File: src/rtl/serial_subtractor_if.sv
// Start/done handshake and operand/result bus for the bit-serial subtractor.
// The master drives the request and operands; the slave returns status, results and its FSM state for debug.
interface serial_subtractor_if #(
    parameter int WIDTH = 4
);
    logic             start;
    logic [WIDTH-1:0] a;
    logic [WIDTH-1:0] b;
    logic             b_in;
    logic             ready;
    logic             busy;
    logic             done;
    logic [WIDTH-1:0] d;
    logic             b_out;
    logic             v_out;
    logic [1:0]       state_dbg;

    // Handshake: a request transfers on a rising edge where start=1 and ready=1.
    // a/b/b_in are captured on that edge only. done is a one-cycle pulse with d/b_out/v_out valid.
    // The results then hold until the next completion or reset.
    modport master (
        output start, a, b, b_in,
        input  ready, busy, done, d, b_out, v_out, state_dbg
    );

    modport slave (
        input  start, a, b, b_in,
        output ready, busy, done, d, b_out, v_out, state_dbg
    );
endinterface

File: src/rtl/serial_subtractor.sv
// Bit-serial subtractor: d = a - b - b_in, one full-subtractor step per clock, LSB first.
// Result flags are latched at the final bit and held until the next completion or reset.
module serial_subtractor #(
    parameter int WIDTH = 4
) (
    input logic              Clock,
    input logic              Resetn,
    serial_subtractor_if.slave bus
);
    localparam int CW = $clog2(WIDTH);

    localparam logic [1:0] IDLE  = 2'd0;
    localparam logic [1:0] SHIFT = 2'd1;
    localparam logic [1:0] DONE  = 2'd2;

    logic [1:0]       state;
    logic [WIDTH-1:0] a_sr;
    logic [WIDTH-1:0] b_sr;
    logic [WIDTH-1:0] res_sr;
    logic [WIDTH-1:0] d_q;
    logic [CW-1:0]    cnt;
    logic             br;
    logic             b_out_q;
    logic             v_out_q;

    logic             di;
    logic             br_n;
    logic             last;
    logic             accept;
    logic [WIDTH-1:0] res_n;

    always_comb begin
        di     = a_sr[0] ^ b_sr[0] ^ br;
        br_n   = (~a_sr[0] & b_sr[0]) | (~a_sr[0] & br) | (b_sr[0] & br);
        last   = (cnt == CW'(WIDTH - 1));
        accept = bus.start && (state != SHIFT);
        res_n  = {di, res_sr[WIDTH-1:1]};
    end

    always_ff @(posedge Clock) begin
        if (!Resetn) begin
            state   <= IDLE;
            a_sr    <= '0;
            b_sr    <= '0;
            res_sr  <= '0;
            d_q     <= '0;
            cnt     <= '0;
            br      <= 1'b0;
            b_out_q <= 1'b0;
            v_out_q <= 1'b0;
        end else begin
            case (state)
                SHIFT: begin
                    a_sr   <= a_sr >> 1;
                    b_sr   <= b_sr >> 1;
                    res_sr <= res_n;
                    br     <= br_n;
                    cnt    <= cnt + CW'(1);
                    // br here is the borrow into the MSB; br_n is the borrow out of it.
                    if (last) begin
                        state   <= DONE;
                        d_q     <= res_n;
                        b_out_q <= br_n;
                        v_out_q <= br ^ br_n;
                    end
                end
                default: begin
                    if (accept) begin
                        state  <= SHIFT;
                        a_sr   <= bus.a;
                        b_sr   <= bus.b;
                        br     <= bus.b_in;
                        cnt    <= '0;
                    end else begin
                        state  <= IDLE;
                    end
                end
            endcase
        end
    end

    assign bus.ready     = (state != SHIFT);
    assign bus.busy      = (state == SHIFT);
    assign bus.done      = (state == DONE);
    assign bus.d         = d_q;
    assign bus.b_out     = b_out_q;
    assign bus.v_out     = v_out_q;
    assign bus.state_dbg = state;
endmodule

File: src/flat_wrapper.sv
// flat-port wrapper written by rule: the top's interface ports become plain ports
module serial_subtractor_flat 
#(
    parameter int WIDTH = 4
)
  (Clock, Resetn, bus_start, bus_a, bus_b, bus_b_in, bus_ready, bus_busy, bus_done, bus_d, bus_b_out, bus_v_out, bus_state_dbg);
  serial_subtractor_if #(.WIDTH(WIDTH)) bus_i ();
  input logic Clock;
  input logic Resetn;
  input wire logic [$bits(bus_i.start)-1:0] bus_start;
  input wire logic [$bits(bus_i.a)-1:0] bus_a;
  input wire logic [$bits(bus_i.b)-1:0] bus_b;
  input wire logic [$bits(bus_i.b_in)-1:0] bus_b_in;
  output wire logic [$bits(bus_i.ready)-1:0] bus_ready;
  output wire logic [$bits(bus_i.busy)-1:0] bus_busy;
  output wire logic [$bits(bus_i.done)-1:0] bus_done;
  output wire logic [$bits(bus_i.d)-1:0] bus_d;
  output wire logic [$bits(bus_i.b_out)-1:0] bus_b_out;
  output wire logic [$bits(bus_i.v_out)-1:0] bus_v_out;
  output wire logic [$bits(bus_i.state_dbg)-1:0] bus_state_dbg;
  assign bus_i.start = bus_start;
  assign bus_i.a = bus_a;
  assign bus_i.b = bus_b;
  assign bus_i.b_in = bus_b_in;
  assign bus_ready = bus_i.ready;
  assign bus_busy = bus_i.busy;
  assign bus_done = bus_i.done;
  assign bus_d = bus_i.d;
  assign bus_b_out = bus_i.b_out;
  assign bus_v_out = bus_i.v_out;
  assign bus_state_dbg = bus_i.state_dbg;
  serial_subtractor #(.WIDTH(WIDTH)) u_core (.Clock(Clock), .Resetn(Resetn), .bus(bus_i));
endmodule
File: config.mk
export PLATFORM = sky130hd
export DESIGN_NAME = serial_subtractor_flat
export DESIGN_NICKNAME = d
export VERILOG_FILES = /design/src/rtl/serial_subtractor_if.sv /design/src/rtl/serial_subtractor.sv /design/src/flat_wrapper.sv
export SDC_FILE = /design/constraint.sdc
export NUM_CORES = 1
export LEC_CHECK = 0
export CORE_MARGIN = 2
export CORE_UTILIZATION = 46
export CTS_CLUSTER_SIZE = 28
export DETAILED_ROUTE_END_ITERATION = 8
export GPL_TIMING_DRIVEN = 0
export PLACE_DENSITY_LB_ADDON = 0.3
export SKIP_CTS_REPAIR_TIMING = 1
export SYNTH_ARGS = -nofsm -noshare
export SYNTH_HDL_FRONTEND = slang
export SYNTH_SLANG_ARGS = --single-unit
File: constraint.sdc
create_clock -name Clock -period 1.7 [get_ports Clock]
set_input_delay 0.255 -clock Clock [delete_from_list [all_inputs] [get_ports Clock]]
set_output_delay 0.255 -clock Clock [all_outputs]
set_load 0.02 [all_outputs]
# Word-level counts from Yosys, hierarchy flattened
# Cells that the tools add are included.
# Widths: inputs -> output; s select.
dict set report totals {
  ff_bits 23
  input_bits 12
  out_inout_bits 11
  word_cells 42
}
dict set report op_classes {
  addsub 1
  n_eq_ne 5
  muxes 11
  n_bitwise 10
  n_reduce_logical 4
}
# op count
set ops {}
lappend ops {{$mux 3} 4}
lappend ops {{$mux 2} 4}
lappend ops {{$eq 2x2->1 const B} 2}
lappend ops {{$ne 2x1->1 const B} 2}
lappend ops {{$and 1x1->1} 3}
lappend ops {{$mux 1} 3}
lappend ops {{$xor 1x1->1} 3}
lappend ops {{$add 2x1->2 const B} 1}
lappend ops {{$eq 2x1->1 const B} 1}
lappend ops {{$not 1->1} 2}
lappend ops {{$or 1x1->1} 2}
lappend ops {{$reduce_and 2->1} 1}
lappend ops {{$reduce_bool 2->1} 1}
lappend ops {{$reduce_or 2->1} 1}
lappend ops {{$logic_and 1x1->1} 1}

# Logic depth before layout (Yosys ltp)
dict set report logic_depth {
  depth_word 5
  depth_mapped 6
  ltp_nobuf 5
}

# Worst setup path after synthesis
# Ideal clock, no wire load.
dict set report synth_timing {
  path_kind {flip-flop to flip-flop}
  startpoint {reg u_core.br}
  endpoint {reg u_core.v_out_q (netlist: u_core.bus.v_out)}
  setup_time_ns 0.116
  t_arrival_ns 1.087
  t_required_ns 1.584
  slack_ns 0.497
  path_stages_with_launch 5
  n_path_buf 0
  synth_period_minus_slack_ns 1.203
  path_cell_list {dfxtp_1 -> fa_1 -> xnor2_1 -> nand2_1 -> o211a_1}
}
dict set report synth_via {
  elab_chain_len 4
  elab_cells_between_ends 5
  classes_between {bitwise: 5}
}
# item line_no
set synth_lines {}
lappend synth_lines {{start: declaration} serial_subtractor.sv:22} ;# logic br;
lappend synth_lines {{start signal: assignment} serial_subtractor.sv:57} ;# br <= br_n;
lappend synth_lines {{start signal: assignment} serial_subtractor.sv:72} ;# br <= bus.b_in;
lappend synth_lines {{$and 1x1->1} serial_subtractor.sv:34} ;# br_n = (~a_sr[0] & b_sr[0]) | (~a_sr[0] & br) | (b_sr[0] & br);
lappend synth_lines {{$or 1x1->1} serial_subtractor.sv:34}
lappend synth_lines {{$or 1x1->1 *} serial_subtractor.sv:34}
lappend synth_lines {{via u_core.br_n} serial_subtractor.sv:27} ;# logic br_n;
lappend synth_lines {{$xor 1x1->1 *} serial_subtractor.sv:64} ;# v_out_q <= br ^ br_n;
lappend synth_lines {{end signal: assignment} serial_subtractor.sv:64}
lappend synth_lines {{end: declaration} serial_subtractor.sv:24} ;# logic v_out_q;
# Mark *: on every way through the listed nets, which the timed path passes. The rest lies on a longest branch.
# A chain may end at the register's enable or synchronous reset.

# Worst setup path after layout
dict set report layout_timing {
  startpoint {reg u_core.state[0] (netlist: u_core.bus.state_dbg[0])}
  endpoint {out bus_state_dbg[0]}
}
# item line_no
set layout_lines {}
lappend layout_lines {{start: declaration} serial_subtractor.sv:16} ;# logic [1:0] state;
lappend layout_lines {{start signal: assignment} serial_subtractor.sv:42} ;# state <= IDLE;
lappend layout_lines {{start signal: assignment} serial_subtractor.sv:61} ;# state <= DONE;
lappend layout_lines {{start signal: assignment} serial_subtractor.sv:69} ;# state <= SHIFT;
lappend layout_lines {{end: declaration} flat_wrapper.sv:20} ;# output wire logic [$bits(bus_i.state_dbg)-1:0] bus_state_dbg;
# No word-level cell between the ends.

==> results.tsv <==
metric	value	unit
synth_nets	110	
grt_setup_unrepaired	false	
antenna_found_initial	0	
dieHeight	48.56	µm
fillers	190	
cts-root-buf	clkbuf_4	
vdd_ir_drop_max	724.8	µV
postRouteAntennaNets	0	
crit_start	u_core.bus.state_dbg[0]$_SDFFE_PN0P_	
path_buf_inv	1	
met2_usage	28.01	%
worst_pin_slew	0.3213	ns
multi_input_area	422.9	µm²
place_ws	0.1167	ns
vias	742	
final_common_cell	dfxtp_1	
stdcell_count	149	
synth.area.top_cells	dfxtp_1, mux2i_1, nand2_1	
initial_core_util	47.53	%
synth.distinct_cells	27	
ys_seq_area_share	48.22	%
crit_path_max_fanout	4	
cellLeakagePower	0.0005530	µW
dr.pass1.iters	4	
rrSetupSlack	0.41	ns
post-synth-top-area-cell	dfxtp_1	
track_usage	16.21	%
ff2ff_path_depth	4	
rows	16	
cts.sinks	22	
netlist_instances	96	
crit_slowest_cell	clkdlybuf4s50_1	
crit_arrival	1.32	ns
hold_ws	0.4561	ns
endpoint_kind	output port	
area_growth	34.38	%
min_path_cells	2	
synth_area	913.4	µm²
hp-start	u_core.bus.d[1]$_SDFFE_PN0P_	
synth_seq_cells	22	
placement.io_buffers	22	
max_freq	634.7	MHz
p_per_area	887.8	nW/µm²
relSlewSlack	78.58	%
required	1.44	ns
postSynthAreaPerCell	9.514	µm²
drive_gt1_share	10.66	%
core_area	1922	µm²
yosysTopAreaCellShare	48.22	%
avgViaCountPerCell	4.980	
die_area	2358	µm²
intPower	851.1	µW
finish.instance_area	1227	µm²
grt_pass1_wl	2973	µm
post-place-cells	145	
slowest_delay	0.62	ns
fin_ws	0.1244	ns
gp_congestion	0.7420	
drc	0	
hpwl	1269	µm
h-tree-depth	1	
cts.path.max_buffers	2	
status	finished clean	
ios	23	
critical_path_class	reg2out	
p_seq_share	51.0	%
p_comb_share	12.8	%
reg2reg_from	u_core.br$_SDFFE_PN0P_	
cts_tree	done	
wirelength	1688	µm
placed_area	1167	µm²
cp_top_family	buffers and inverters	
insertion_delay	0.31	ns
hold_violations	0	
p_sw_share	21.90	%
period_needed	1.576	ns
hold_end	u_core.bus.d[1]$_SDFFE_PN0P_	
cts.clk_slew.worst_paths	0.12	ns
use_met1	19.02	%
grtUsageMet3	3.086	%
grt_pass1_vias	700	
cp_cell_sequence	clkdlybuf4s50_1	
die_w	48.56	µm
maxCapViolCount	0	
finClkSkew	0.006873	ns
wl_per_cell	11.33	µm
reg2reg_to	u_core.bus.v_out$_SDFFE_PN0P_	
power.share.clock	36.2	%
overflow	0	
switchingPower	238.6	µW
drtIter0Drc	6	
ys.warnings.count	0	
mostFrequentLayoutCells	dfxtp_1, clkdlybuf4s50_1, nand2_1, mux2i_1	
final_max_slew_viol_count	0	
antenna_cells	0	
globalRoute.busiestLayer	met2	
startpoint_type	register	
post-route-period-util	92.68	%
fin_nets	137	
min-delay-path-class	reg2reg	
cts_inserted_buffers	3	
grt_max_degree	14	
seqCellArea	440.4	µm²
finalSetupViolCount	0	
## metal layers
layer	vias up	wire [µm]
met2	18	807
met4	0	40
met1	339	769
met5	-	0
met3	5	70
li1	380	-
## Yosys cell counts
| library cell | instances |
|---|---|
| a21boi_0 | 3 |
| a21oi_1 | 7 |
| and2_1 | 1 |
| and3b_1 | 1 |
| buf_2 | 4 |
| buf_4 | 1 |
| buf_6 | 1 |
| clkbuf_1 | 1 |
| dfxtp_1 | 22 |
| fa_1 | 1 |
| ha_1 | 1 |
| inv_1 | 1 |
| inv_2 | 1 |
| mux2i_1 | 9 |
| nand2_1 | 13 |
| nand2b_2 | 1 |
| nand3_1 | 4 |
| nand3b_1 | 1 |
| nor2_1 | 4 |
| nor2b_1 | 1 |
| nor3b_1 | 1 |
| nor3b_2 | 1 |
| o211a_1 | 3 |
| o21a_1 | 1 |
| o21ai_0 | 7 |
| o21ai_1 | 4 |
| xnor2_1 | 1 |
## how the worst max path moves through the flow
stage | end | slack (ns) | cells past startpoint
floorplan | u_core.bus.v_out$_SDFFE_PN0P_ | 0.50 | 4
global placement | bus_ready | 0.13 | 3
detailed placement | bus_ready | 0.12 | 3
CTS | bus_ready | -0.24 | 3
global route | bus_ready | 0.08 | 3
finish | bus_state_dbg[0] | 0.12 | 1
## sequential cells by signal, indices dropped and copies added (netlist names)
register,cells
u_core.a_sr,4
u_core.b_sr,4
u_core.br,1
u_core.bus.b_out,1
u_core.bus.d,4
u_core.bus.state_dbg,2
u_core.bus.v_out,1
u_core.cnt,2
u_core.res_sr,3
## cell type report
class,instances,area share (%)
flip-flops and latches,22,35.88
clock buffers,3,1.835
repair buffers,22,18.55
well taps,27,2.752
plain buffers,7,3.466
inverters,2,0.6116
clock inverters,1,2.446
multi-input cells,65,34.45
## through the flow
step           util [%]  setup TNS [ns]  total power, µW
2_1_floorplan         -               0            650.6
3_3_place_gp      60.74               0            705.0
3_5_place_dp      60.74               0            709.4
4_1_cts           63.48         -0.4007             1098
5_1_grt           63.87               0             1142
6_report          63.87               0             1090
## power by group through the flow
stage	Sequential (µW)	Clock, µW	Combinational [µW]
3_5_place_dp	568	0	141
3_3_place_gp	567	0	138
6_report	556	395	139
4_1_cts	557	400	142
5_1_grt	560	430	153
2_1_floorplan	567	0	83.4
## cell families after synthesis
logic type	after synthesis	synth area share, %
AND/OR/NAND/NOR	28	15.48
AO/OA/AOI/OAI	25	16.44
flip-flops	22	48.22
XOR/XNOR	1	0.9591
buffers and inverters	9	5.479
multiplexers	9	9.863
adder cells (fa/ha/maj)	2	3.562
No activity file was read; power rests on OpenSTA's default activity.
